`src/rtl/regfile_wb_pkg.sv`:
```
// Shared constants and types for the register-file write-back arbiter.
package regfile_wb_pkg;

  localparam int unsigned DATA_W = 8;
  localparam int unsigned ADDR_W = 3;
  localparam int unsigned NREG   = 1 << ADDR_W;

  // Requester index; also the encoding of the round-robin pointer.
  typedef enum logic {
    REQ_ALU = 1'b0,
    REQ_MEM = 1'b1
  } req_e;

  // One-entry write-back slot contents.
  typedef struct packed {
    logic              full;
    logic [ADDR_W-1:0] addr;
    logic [DATA_W-1:0] data;
  } slot_t;

  // One-hot decode of a register address.
  function automatic logic [NREG-1:0] dec_addr(input logic [ADDR_W-1:0] a);
    logic [NREG-1:0] v;
    v    = '0;
    v[a] = 1'b1;
    return v;
  endfunction

endpackage

```
`src/rtl/regfile_wb_arbiter_if.sv`:
```
// Bus bundle between the write-back requesters, the arbiter and the register file.
// master: the requester / register-file side; slave: the arbiter.
interface regfile_wb_arbiter_if;
  import regfile_wb_pkg::*;

  logic              stall;
  logic              alu_valid;
  logic              alu_ready;
  logic [ADDR_W-1:0] alu_addr;
  logic [DATA_W-1:0] alu_data;
  logic              mem_valid;
  logic              mem_ready;
  logic [ADDR_W-1:0] mem_addr;
  logic [DATA_W-1:0] mem_data;
  logic [ADDR_W-1:0] WR_ADDR;
  logic [DATA_W-1:0] WR_DATA;
  logic              WR_BLOCK;
  logic [NREG-1:0]   pend_mask;

  modport master (
    output stall, alu_valid, alu_addr, alu_data, mem_valid, mem_addr, mem_data,
    input  alu_ready, mem_ready, WR_ADDR, WR_DATA, WR_BLOCK, pend_mask
  );

  modport slave (
    input  stall, alu_valid, alu_addr, alu_data, mem_valid, mem_addr, mem_data,
    output alu_ready, mem_ready, WR_ADDR, WR_DATA, WR_BLOCK, pend_mask
  );

endinterface

```
`src/rtl/wb_slot.sv`:
```
// One-entry write-back buffer: accepts a request when empty or when its current
// entry is granted on the same edge (reload), clears on a grant otherwise.
module wb_slot
  import regfile_wb_pkg::*;
(
  input  logic              i_clk,
  input  logic              i_reset,
  input  logic              i_valid,
  input  logic [ADDR_W-1:0] i_addr,
  input  logic [DATA_W-1:0] i_data,
  input  logic              i_grant,
  output logic              o_ready,
  output logic              o_accept,
  output slot_t             o_slot
);

  slot_t r_slot;

  // Ready never looks at valid; a granted slot frees up on this edge.
  always_comb begin
    o_ready  = !i_reset && (!r_slot.full || i_grant);
    o_accept = i_valid && o_ready;
  end

  // Slot state: reset discards, accept loads (wins over clear), grant clears.
  always_ff @(posedge i_clk) begin
    if (i_reset) begin
      r_slot <= '0;
    end else if (o_accept) begin
      r_slot <= '{full: 1'b1, addr: i_addr, data: i_data};
    end else if (i_grant) begin
      r_slot.full <= 1'b0;
    end
  end

  assign o_slot = r_slot;

endmodule

```
`src/rtl/regfile_wb_arbiter.sv`:
```
// Shares the register-file write port between the ALU and load write-back paths.
// Full slots are granted oldest first; same-age ties go to mem, or alternate
// when REGFILE_WB_RR_EN is defined. pend_mask covers buffered and presented writes.
module regfile_wb_arbiter
  import regfile_wb_pkg::*;
(
  input logic                 CLK,
  input logic                 reset,
  regfile_wb_arbiter_if.slave bus
);

  slot_t             w_alu_slot;
  slot_t             w_mem_slot;
  logic              w_alu_ready;
  logic              w_mem_ready;
  logic              w_alu_acc;
  logic              w_mem_acc;
  logic              w_gnt_alu;
  logic              w_gnt_mem;
  logic              w_alu_full_nx;
  logic              w_mem_full_nx;
  logic [NREG-1:0]   w_pend;

  // Age: r_age_diff=0 means both slots filled on the same edge (or not both full).
  logic              r_age_diff;
  logic              r_alu_older;
  logic              r_wr_block;
  logic [ADDR_W-1:0] r_wr_addr;
  logic [DATA_W-1:0] r_wr_data;

`ifdef REGFILE_WB_RR_EN
  // Pointer holds the last tie winner; the other requester wins the next tie.
  req_e              r_rr_ptr;
  logic              w_tie;
`endif

  wb_slot u_alu_slot (
    .i_clk    (CLK),
    .i_reset  (reset),
    .i_valid  (bus.alu_valid),
    .i_addr   (bus.alu_addr),
    .i_data   (bus.alu_data),
    .i_grant  (w_gnt_alu),
    .o_ready  (w_alu_ready),
    .o_accept (w_alu_acc),
    .o_slot   (w_alu_slot)
  );

  wb_slot u_mem_slot (
    .i_clk    (CLK),
    .i_reset  (reset),
    .i_valid  (bus.mem_valid),
    .i_addr   (bus.mem_addr),
    .i_data   (bus.mem_data),
    .i_grant  (w_gnt_mem),
    .o_ready  (w_mem_ready),
    .o_accept (w_mem_acc),
    .o_slot   (w_mem_slot)
  );

  assign bus.alu_ready = w_alu_ready;
  assign bus.mem_ready = w_mem_ready;

  // Grant selection: single full slot wins; both full -> older; same age -> tie-break.
  always_comb begin
    w_gnt_alu = 1'b0;
    w_gnt_mem = 1'b0;
`ifdef REGFILE_WB_RR_EN
    w_tie     = 1'b0;
`endif
    if (!reset && !bus.stall) begin
      if (w_alu_slot.full && w_mem_slot.full) begin
        if (r_age_diff) begin
          w_gnt_alu = r_alu_older;
          w_gnt_mem = !r_alu_older;
        end else begin
`ifdef REGFILE_WB_RR_EN
          w_tie     = 1'b1;
          w_gnt_alu = (r_rr_ptr == REQ_MEM);
          w_gnt_mem = (r_rr_ptr == REQ_ALU);
`else
          w_gnt_mem = 1'b1;
`endif
        end
      end else if (w_alu_slot.full) begin
        w_gnt_alu = 1'b1;
      end else if (w_mem_slot.full) begin
        w_gnt_mem = 1'b1;
      end
    end
  end

  // Slot occupancy after this edge, used to update the age flag.
  always_comb begin
    w_alu_full_nx = w_alu_acc || (w_alu_slot.full && !w_gnt_alu);
    w_mem_full_nx = w_mem_acc || (w_mem_slot.full && !w_gnt_mem);
  end

  // Age tracking: a slot loaded on this edge is younger than one that stayed full.
  always_ff @(posedge CLK) begin
    if (reset) begin
      r_age_diff  <= 1'b0;
      r_alu_older <= 1'b0;
    end else if (w_alu_full_nx && w_mem_full_nx) begin
      if (w_alu_acc && w_mem_acc) begin
        r_age_diff  <= 1'b0;
        r_alu_older <= 1'b0;
      end else if (w_alu_acc) begin
        r_age_diff  <= 1'b1;
        r_alu_older <= 1'b0;
      end else if (w_mem_acc) begin
        r_age_diff  <= 1'b1;
        r_alu_older <= 1'b1;
      end
    end else begin
      r_age_diff  <= 1'b0;
      r_alu_older <= 1'b0;
    end
  end

`ifdef REGFILE_WB_RR_EN
  // Round-robin pointer advances only on tie-broken grants.
  always_ff @(posedge CLK) begin
    if (reset) begin
      r_rr_ptr <= REQ_ALU;
    end else if (w_tie) begin
      r_rr_ptr <= w_gnt_mem ? REQ_MEM : REQ_ALU;
    end
  end
`endif

  // Write-port registers: present the winner, otherwise block and hold addr/data.
  always_ff @(posedge CLK) begin
    if (reset) begin
      r_wr_block <= 1'b1;
      r_wr_addr  <= '0;
      r_wr_data  <= '0;
    end else if (w_gnt_alu) begin
      r_wr_block <= 1'b0;
      r_wr_addr  <= w_alu_slot.addr;
      r_wr_data  <= w_alu_slot.data;
    end else if (w_gnt_mem) begin
      r_wr_block <= 1'b0;
      r_wr_addr  <= w_mem_slot.addr;
      r_wr_data  <= w_mem_slot.data;
    end else begin
      r_wr_block <= 1'b1;
    end
  end

  assign bus.WR_BLOCK = r_wr_block;
  assign bus.WR_ADDR  = r_wr_addr;
  assign bus.WR_DATA  = r_wr_data;

  // Pending mask: buffered destinations plus the write being presented now.
  always_comb begin
    w_pend = '0;
    if (w_alu_slot.full) w_pend = w_pend | dec_addr(w_alu_slot.addr);
    if (w_mem_slot.full) w_pend = w_pend | dec_addr(w_mem_slot.addr);
    if (!r_wr_block)     w_pend = w_pend | dec_addr(r_wr_addr);
  end

  assign bus.pend_mask = w_pend;

endmodule

```
`src/flat_wrapper.sv`:
```
// flat-port wrapper written by rule: the top's interface ports become plain ports
module regfile_wb_arbiter_flat import regfile_wb_pkg::*;
  (CLK, reset, bus_stall, bus_alu_valid, bus_alu_addr, bus_alu_data, bus_mem_valid, bus_mem_addr, bus_mem_data, bus_alu_ready, bus_mem_ready, bus_WR_ADDR, bus_WR_DATA, bus_WR_BLOCK, bus_pend_mask);
  regfile_wb_arbiter_if bus_i ();
  input logic CLK;
  input logic reset;
  input wire logic [$bits(bus_i.stall)-1:0] bus_stall;
  input wire logic [$bits(bus_i.alu_valid)-1:0] bus_alu_valid;
  input wire logic [$bits(bus_i.alu_addr)-1:0] bus_alu_addr;
  input wire logic [$bits(bus_i.alu_data)-1:0] bus_alu_data;
  input wire logic [$bits(bus_i.mem_valid)-1:0] bus_mem_valid;
  input wire logic [$bits(bus_i.mem_addr)-1:0] bus_mem_addr;
  input wire logic [$bits(bus_i.mem_data)-1:0] bus_mem_data;
  output wire logic [$bits(bus_i.alu_ready)-1:0] bus_alu_ready;
  output wire logic [$bits(bus_i.mem_ready)-1:0] bus_mem_ready;
  output wire logic [$bits(bus_i.WR_ADDR)-1:0] bus_WR_ADDR;
  output wire logic [$bits(bus_i.WR_DATA)-1:0] bus_WR_DATA;
  output wire logic [$bits(bus_i.WR_BLOCK)-1:0] bus_WR_BLOCK;
  output wire logic [$bits(bus_i.pend_mask)-1:0] bus_pend_mask;
  assign bus_i.stall = bus_stall;
  assign bus_i.alu_valid = bus_alu_valid;
  assign bus_i.alu_addr = bus_alu_addr;
  assign bus_i.alu_data = bus_alu_data;
  assign bus_i.mem_valid = bus_mem_valid;
  assign bus_i.mem_addr = bus_mem_addr;
  assign bus_i.mem_data = bus_mem_data;
  assign bus_alu_ready = bus_i.alu_ready;
  assign bus_mem_ready = bus_i.mem_ready;
  assign bus_WR_ADDR = bus_i.WR_ADDR;
  assign bus_WR_DATA = bus_i.WR_DATA;
  assign bus_WR_BLOCK = bus_i.WR_BLOCK;
  assign bus_pend_mask = bus_i.pend_mask;
  regfile_wb_arbiter u_core (.CLK(CLK), .reset(reset), .bus(bus_i));
endmodule
```
`config.mk`:
```
export PLATFORM = sky130hd
export DESIGN_NAME = regfile_wb_arbiter_flat
export DESIGN_NICKNAME = d
export VERILOG_FILES = /design/src/rtl/regfile_wb_pkg.sv /design/src/rtl/regfile_wb_arbiter_if.sv /design/src/rtl/wb_slot.sv /design/src/rtl/regfile_wb_arbiter.sv /design/src/flat_wrapper.sv
export SDC_FILE = /design/constraint.sdc
export NUM_CORES = 1
export LEC_CHECK = 0
export BUFFER_PORTS_ARGS = -buffer_cell sky130_fd_sc_hd__buf_2
export CAP_MARGIN = 20
export CELL_PAD_IN_SITES_DETAIL_PLACEMENT = 0
export CELL_PAD_IN_SITES_GLOBAL_PLACEMENT = 2
export CORE_MARGIN = 5
export CORE_UTILIZATION = 29
export CTS_CLUSTER_SIZE = 10
export DETAILED_ROUTE_END_ITERATION = 10
export PLACE_DENSITY_LB_ADDON = 0.1
export SLEW_MARGIN = 5
export SYNTH_ARGS = -nofsm -noshare
export SYNTH_HDL_FRONTEND = slang
export SYNTH_HIERARCHICAL = 1
export SYNTH_SLANG_ARGS = --single-unit
```
`constraint.sdc`:
```
create_clock -name CLK -period 1.75 [get_ports CLK]
set_clock_uncertainty 0.15 [all_clocks]
set_input_delay 0.35 -clock CLK [delete_from_list [all_inputs] [get_ports CLK]]
set_output_delay 0.35 -clock CLK [all_outputs]
set_load 0.1 [all_outputs]
```
==> results of run 1 <==
path summary, 6_finish.rpt:
path / start / endpoint / cells past startpoint
min: bus_mem_valid / u_core/u_mem_slot/o_slot[11] / 3
min reg2reg: u_core/u_mem_slot/o_slot[4] / u_core/u_mem_slot/o_slot[4] / 2
max: u_core/u_alu_slot/o_slot[11] / bus_pend_mask[0] / 4
max reg2reg: u_core/u_mem_slot/o_slot[11] / u_core/r_age_diff / 9
area by class of cell:
type / count / area [um2] / share of cell area
multi-input cells: 176 / 1410 / 0.447
flip-flops and latches: 38 / 791 / 0.251
repair buffers: 81 / 683 / 0.217
clock buffers: 8 / 133 / 0.0421
well taps: 96 / 120 / 0.0381
inverters: 3 / 16.3 / 0.00516
worst max-delay path, cell delays in order (launching register included):
cell and delay, ns:
dfxtp_4 0.36, nor2b_4 0.13, nor3b_4 0.14, a221o_4 0.34, buf_12 0.17
power breakdown:
part / switching (W) / total, W / internal, W
Sequential: 0.0000543 / 0.000972 / 0.000918
Combinational: 0.000419 / 0.000694 / 0.000275
Clock: 0.000332 / 0.000825 / 0.000493
timing repair:
item | CTS | global route
endpoints found under the hold margin | 0 | 0
setup endpoints to repair | 10 | 12
setup buffers | 3 | 0
gates resized for setup | 30 | 5
pin swaps | 6 | 1
per-stage QoR:
step	instance area (um2)	cells	setup TNS [ns]	setup WS (ns)	hold WS [ns]
after floorplan	2200	231	-0.782	-0.241	0.262
after global placement	2860	391	-0.0447	-0.0447	0.313
after detailed placement	2860	391	-0.0563	-0.0553	0.317
after CTS	3130	402	-1.25	-0.204	0.131
after global routing	3150	402	-1.84	-0.243	0.136
final	3150	402	-1.12	-0.195	0.148
layer usage:
metal / vias up / share of wire / GRT usage
li1: 940 / - / -
met1: 881 / 0.43 / 0.156
met2: 35 / 0.50 / 0.237
met3: 13 / 0.042 / 0.0351
met4: 0 / 0.023 / 0.0469
met5: - / 0 / 0
Yosys cell counts:
cell type and number:
a221o_1 1, nand3b_1 3, o21ai_1 2, nand3_1 9, clkbuf_1 4, nor3b_1 2
a21oi_1 1, o21a_2 1, mux2i_1 23, a31oi_1 3, nand3_2 1, nand2b_1 46
buf_6 1, nor2_4 1, dfxtp_1 38, nand2_1 29, inv_2 1, clkinv_2 1
and2_1 2, nor2b_1 5, o31ai_1 1, nor2b_4 4, buf_4 2, buf_2 5
inv_1 1, a22oi_1 1, nand4b_1 1, nand4_1 2, a21bo_2 1, a32oi_1 3
a311oi_1 1, a311oi_2 10, buf_12 2, nor2_1 23
logic make-up after synthesis:
family,count (synthesis),share of synthesized area
AOI/OAI and AO/OA,25,0.126
buffers and inverters,17,0.0571
DFF,38,0.366
muxes,23,0.111
and+or+nand+nor,128,0.340
flip-flops by register name, summed over array words and instances, names as in the netlist:
signal and count:
u_core/bus.WR_DATA 8, u_core/u_alu_slot/o_slot 12, u_core/u_mem_slot/o_slot 12, u_core/r_alu_older 1, u_core/r_age_diff 1, u_core/bus.WR_ADDR 3
u_core/bus.WR_BLOCK 1
==> impl_results.md, run 1 <==
* Clock root cell: clkbuf_8
* Filler cell count at 692
* Vias per inst at 4.65
* Worst Hold Class: in2reg
* CTS tree: done
* Status: complete, but fails checks
* Slack of the critical path at -0.195 ns
* Top-area cell type share of the netlist area at 0.366
* Overflow after GRT at 0
* Final Hold Fails at 0
* Initial Util at 0.303
* Maximum VDD drop at 0.345 mV
* Worst slew margin at 0.674
* Share of cells above drive strength 1 at 0.480
* HPWL Detailed at 4.28 mm
* Crit Path Class: reg2out
* RSZ-0062 raised after global routing: yes
* Largest net degree at the start of global routing at 24
* Crit-path max FO at 5
* Power Total at 0.00249 W
* Failing checks: setup timing
* Cell area after synthesis at 2080 um2
* Port bufs at 48
* Die H at 94.7 um
* Worst path arrival time at 1.45 ns
* Most common cell after layout, fill and taps aside: nand2b_1
* WP data required at 1.25 ns
* Final setup vio count at 10
* Final core occ at 0.459
* Slew @ Worst Pin at 0.492 ns
* DR vias at 1,869
* Diodes inserted at 0
* CTS Buffer Depth at 2
* Post-layout min period at 1.95 ns
* Mapped Nets at 258
* Detailed Route Iter0 Violations at 59
* NumNets Final at 332
* Largest area contributor in the netlist: dfxtp_1
* Global-route wire length before repair at 9.29 mm
* Yosys Warn Count at 6
* # DRC at 0
* Crit path capture type: output pin
* Vias in the first global route at 1,957
* Fmax at 0.514 GHz
* Max-slew violation count at 0
* Post-CTS Hold Fix Bufs at 0
* Post-synthesis sequential area ratio at 0.366
* Clk sinks at 38
* Num CTS Buffers at 5
* Period utilisation layout at 1.11
* CP startpoint kind: register
* H-tree depth at 2
* Post-synthesis cell type count at 34
* Post-Syn Area per Cell at 9.00 um2
* Area grow syn2layout at 51.6%
* Die width at 94.7 um
* Most frequent cells in the layout: nand2b_1 (46), buf_2 (38), buf_4 (28)
* Synth area leaders: dfxtp_1 (37%), nand2b_1 (14%), mux2i_1 (11%)
* Io pins at 49
* RePlAce Congestion at 0.822
* Core area at 6870 um2
* Final wirelength at 5.77 mm
* Die ar. at 8960 um2
* # Max-Cap Violations at 0
* DRT Pass-1 Iters at 4
* Power density over the cells at 791 nW/um2
* Synthesized flop and latch total at 38
* Initial antenna violation count at 0
* Drt wl/cell at 14.4 um
* Antenna viol nets, final at 0
* Clock latency on the worst-skew pair at 0.29 ns
* Reg-to-reg setup timing slack at 0.08 ns
* Total track usage at 0.134
* Clock Pin Slew Worst Setup and Hold Paths at 0.08 ns
* Mapped Cells at 231
* Cell row count at 30
* Lkg Pwr at 1.27 nW
(Power assumes the default switching activity.)
==> inputs of run 2 (changes only) <==
Settings changed: SETUP_SLACK_MARGIN from default to 0.4.
==> run 2 against run 1 <==
Cell count increased by 3.7%. Utilization is 10 points higher. Critical path depth did not move. Routed wire length increased by 10%. Sequential share of layout area down 4.0 points. Combinational power rose by 22%. Worst setup slack improved by 0.036 ns. Non-clock buffer count increased by 15. Worst hold slack improved by 0.0057 ns. The run still ends with setup timing left. Final area rose by 22%.
==> impl_results.md, run 2 (synthesis gave the netlist of run 1 again) <==
* Final Hold Fails at 0 (unchanged)
* WP data required at 1.25 ns (about the same)
* Internal power at 0.00185 W (+10%)
* Period utilisation layout at 1.09 (-0.0208)
* Initial Util at 0.303 (unchanged)
* Total track usage at 0.140 (+0.00612)
* Vias per inst at 4.51 (-2.9%)
* Lkg Pwr at 1.63 nW (+28%)
* Met3 routed WL at 251 um (+3.7%)
* Power density over the cells at 706 nW/um2 (-11%)
* Highest routed layer: met4
* Initial antenna violation count at 0 (unchanged)
* M1 WL at 3.03 mm (+22%)
* Worst path arrival time at 1.41 ns (-0.04 ns)
* CTS tree: done
* Drt wl/cell at 15.3 um (+6.4%)
* Num CTS Buffers at 5 (unchanged)
* Port bufs at 48 (unchanged)
* Antenna viol nets, final at 0 (unchanged)
* Io pins at 49 (unchanged)
* Die H at 94.7 um (unchanged)
* Worst Hold Class: in2reg
* Die width at 94.7 um (unchanged)
* Slack of the critical path at -0.159 ns (+0.0363 ns)
* Met2 wire len at 3.06 mm (+5.3%)
* Clock root cell: clkbuf_8
* Maximum VDD drop at 0.293 mV (-15%)
* Final wirelength at 6.37 mm (+10%)
* RSZ-0062 raised after global routing: yes
* Final setup vio count at 26 (+16)
* Core area at 6870 um2 (unchanged)
* Critical Path Source: u_core/u_alu_slot/o_slot[11]
* NumNets Final at 347 (+4.5%)
* Crit Path Class: reg2out
* Detailed Route Iter0 Violations at 83 (+41%)
* Vias in the first global route at 1,875 (-4.2%)
* Worst slew margin at 0.665 (-0.00907)
* Most frequent cells in the layout: nand2b_1 (46), buf_12 (28), buf_2 (26)
* DP Area at 2880 um2 (+0.48%)
* Final core occ at 0.559 (+0.0998)
* Comb power frac at 0.314 (+0.035)
* Share of cells above drive strength 1 at 0.620 (+0.140)
* # Max-Cap Violations at 0 (unchanged)
* Psw at 0.000853 W (+5.9%)
* Crit-path max FO at 3 (-2)
* Clock latency on the worst-skew pair at 0.29 ns (about the same)
* Most common cell after layout, fill and taps aside: nand2b_1
* Power Total at 0.00271 W (+8.7%)
* Filler cell count at 590 (-15%)
* Largest net degree at the start of global routing at 57 (+140%)
* Fmax at 0.524 GHz (+1.9%)
* # DRC at 0 (unchanged)
* Area grow syn2layout at 84.5%
* Hold_sp: bus_mem_valid
* Clk network pwr share at 0.320 (-0.011)
* Post-layout min period at 1.91 ns (-0.0363 ns)
* RePlAce Congestion at 0.791 (-3.8%)
* HPWL Detailed at 3.93 mm (-8.1%)
* Diodes inserted at 0 (unchanged)
* Post-CTS Hold Fix Bufs at 0 (unchanged)
* H-tree depth at 2 (unchanged)
* Crit path capture type: output pin
* DR vias at 1,882 (+0.70%)
* Failing checks: setup timing
* Seq pwr share at 0.367 (-0.023)
* Max-slew violation count at 0 (unchanged)
* Sw frac at 0.315 (-0.00819)
* Clk sinks at 38 (unchanged)
* Slew @ Worst Pin at 0.502 ns (+0.0102 ns)
* CTS Buffer Depth at 2 (unchanged)
* Cell row count at 30 (unchanged)
* Status: complete, but fails checks
* Final Cell Area at 3840 um2 (+22%)
* Reg2reg start: u_core/u_mem_slot/o_slot[11]
* Global-route wire length before repair at 9.83 mm (+5.8%)
* Clock Pin Slew Worst Setup and Hold Paths at 0.08 ns (about the same)
* Die ar. at 8960 um2 (unchanged)
* Overflow after GRT at 0 (unchanged)
* CP startpoint kind: register
* DRT Pass-1 Iters at 4 (unchanged)
-- run 2: cell types whose count changed in the layout (fill, tap and decap cells not counted), moves of 3 or more --
cell	previous run	this run
buf_12	13	28
dfxtp_4	6	9
buf_6	2	15
buf_4	28	23
nand2_1	26	5
dfxtp_1	26	17
dfxtp_2	6	12
buf_2	38	26
nand3_1	4	1
nand2_4	1	21
-- run 2: power by group through the flow --
| stage | logic [W] | registers (W) | clock network [W] |
|---|---|---|---|
| 6_report | 0.000849 | 0.000993 | 0.000866 |
| 5_1_grt | 0.000888 | 0.00100 | 0.000934 |
| 4_1_cts | 0.000799 | 0.000986 | 0.000895 |
| 3_5_place_dp | 0.000654 | 0.000990 | 0 |
| 3_3_place_gp | 0.000654 | 0.000990 | 0 |
| 2_1_floorplan | 0.000354 | 0.00110 | 0 |
-- run 2: critical path: stages (launching register included) --
cell and delay [ns]:
dfxtp_2 0.34, nor2b_4 0.13, nor3b_4 0.14, a221o_2 0.33, buf_12 0.17
-- run 2: worst paths after layout --
kind / to / slack (ns) / cells after the start
worst min register to register: u_core/u_mem_slot/o_slot[0] / 0.34 / 2
worst min-delay path: u_core/u_mem_slot/o_slot[11] / 0.15 / 3
worst max register to register: u_core/bus.WR_DATA[5] / -0.09 / 10
worst max-delay path: bus_pend_mask[0] / -0.16 / 4
-- run 2: metrics by stage --
step	setup WS [ns]	TNS, ns	instances	hold slack, ns
2_1_floorplan	-0.241	-0.805	231	0.262
3_3_place_gp	-0.0165	-0.0308	383	0.310
3_5_place_dp	-0.0424	-0.0873	383	0.313
4_1_cts	-0.158	-1.52	411	0.148
5_1_grt	-0.228	-4.03	417	0.154
6_report	-0.159	-1.70	417	0.154
-- run 2: layout make-up --
cell class,count,area [um2],share of cell area
multi-input cells,176,1620,0.423
repair buffers,96,1130,0.294
flip-flops and latches,38,810,0.211
well taps,96,120,0.0313
clock buffers,7,108,0.0280
clock inverters,1,30.0,0.00783
inverters,3,18.8,0.00489
-- run 2: repair_timing --
| action | in CTS | in global routing |
|---|---|---|
| gates resized for setup | 111 | 38 |
| setup endpoints to repair | 57 | 57 |
| pin swaps | 22 | 22 |
| cloned | 3 | 0 |
| buffers inserted | 17 | 6 |
-- run 2: metal layers --
layer | global-route usage | vias up
met1 | 0.197 | 869
met4 | 0.0409 | 0
li1 | - | 972
met5 | 0 | -
met3 | 0.0287 | 2
met2 | 0.216 | 39
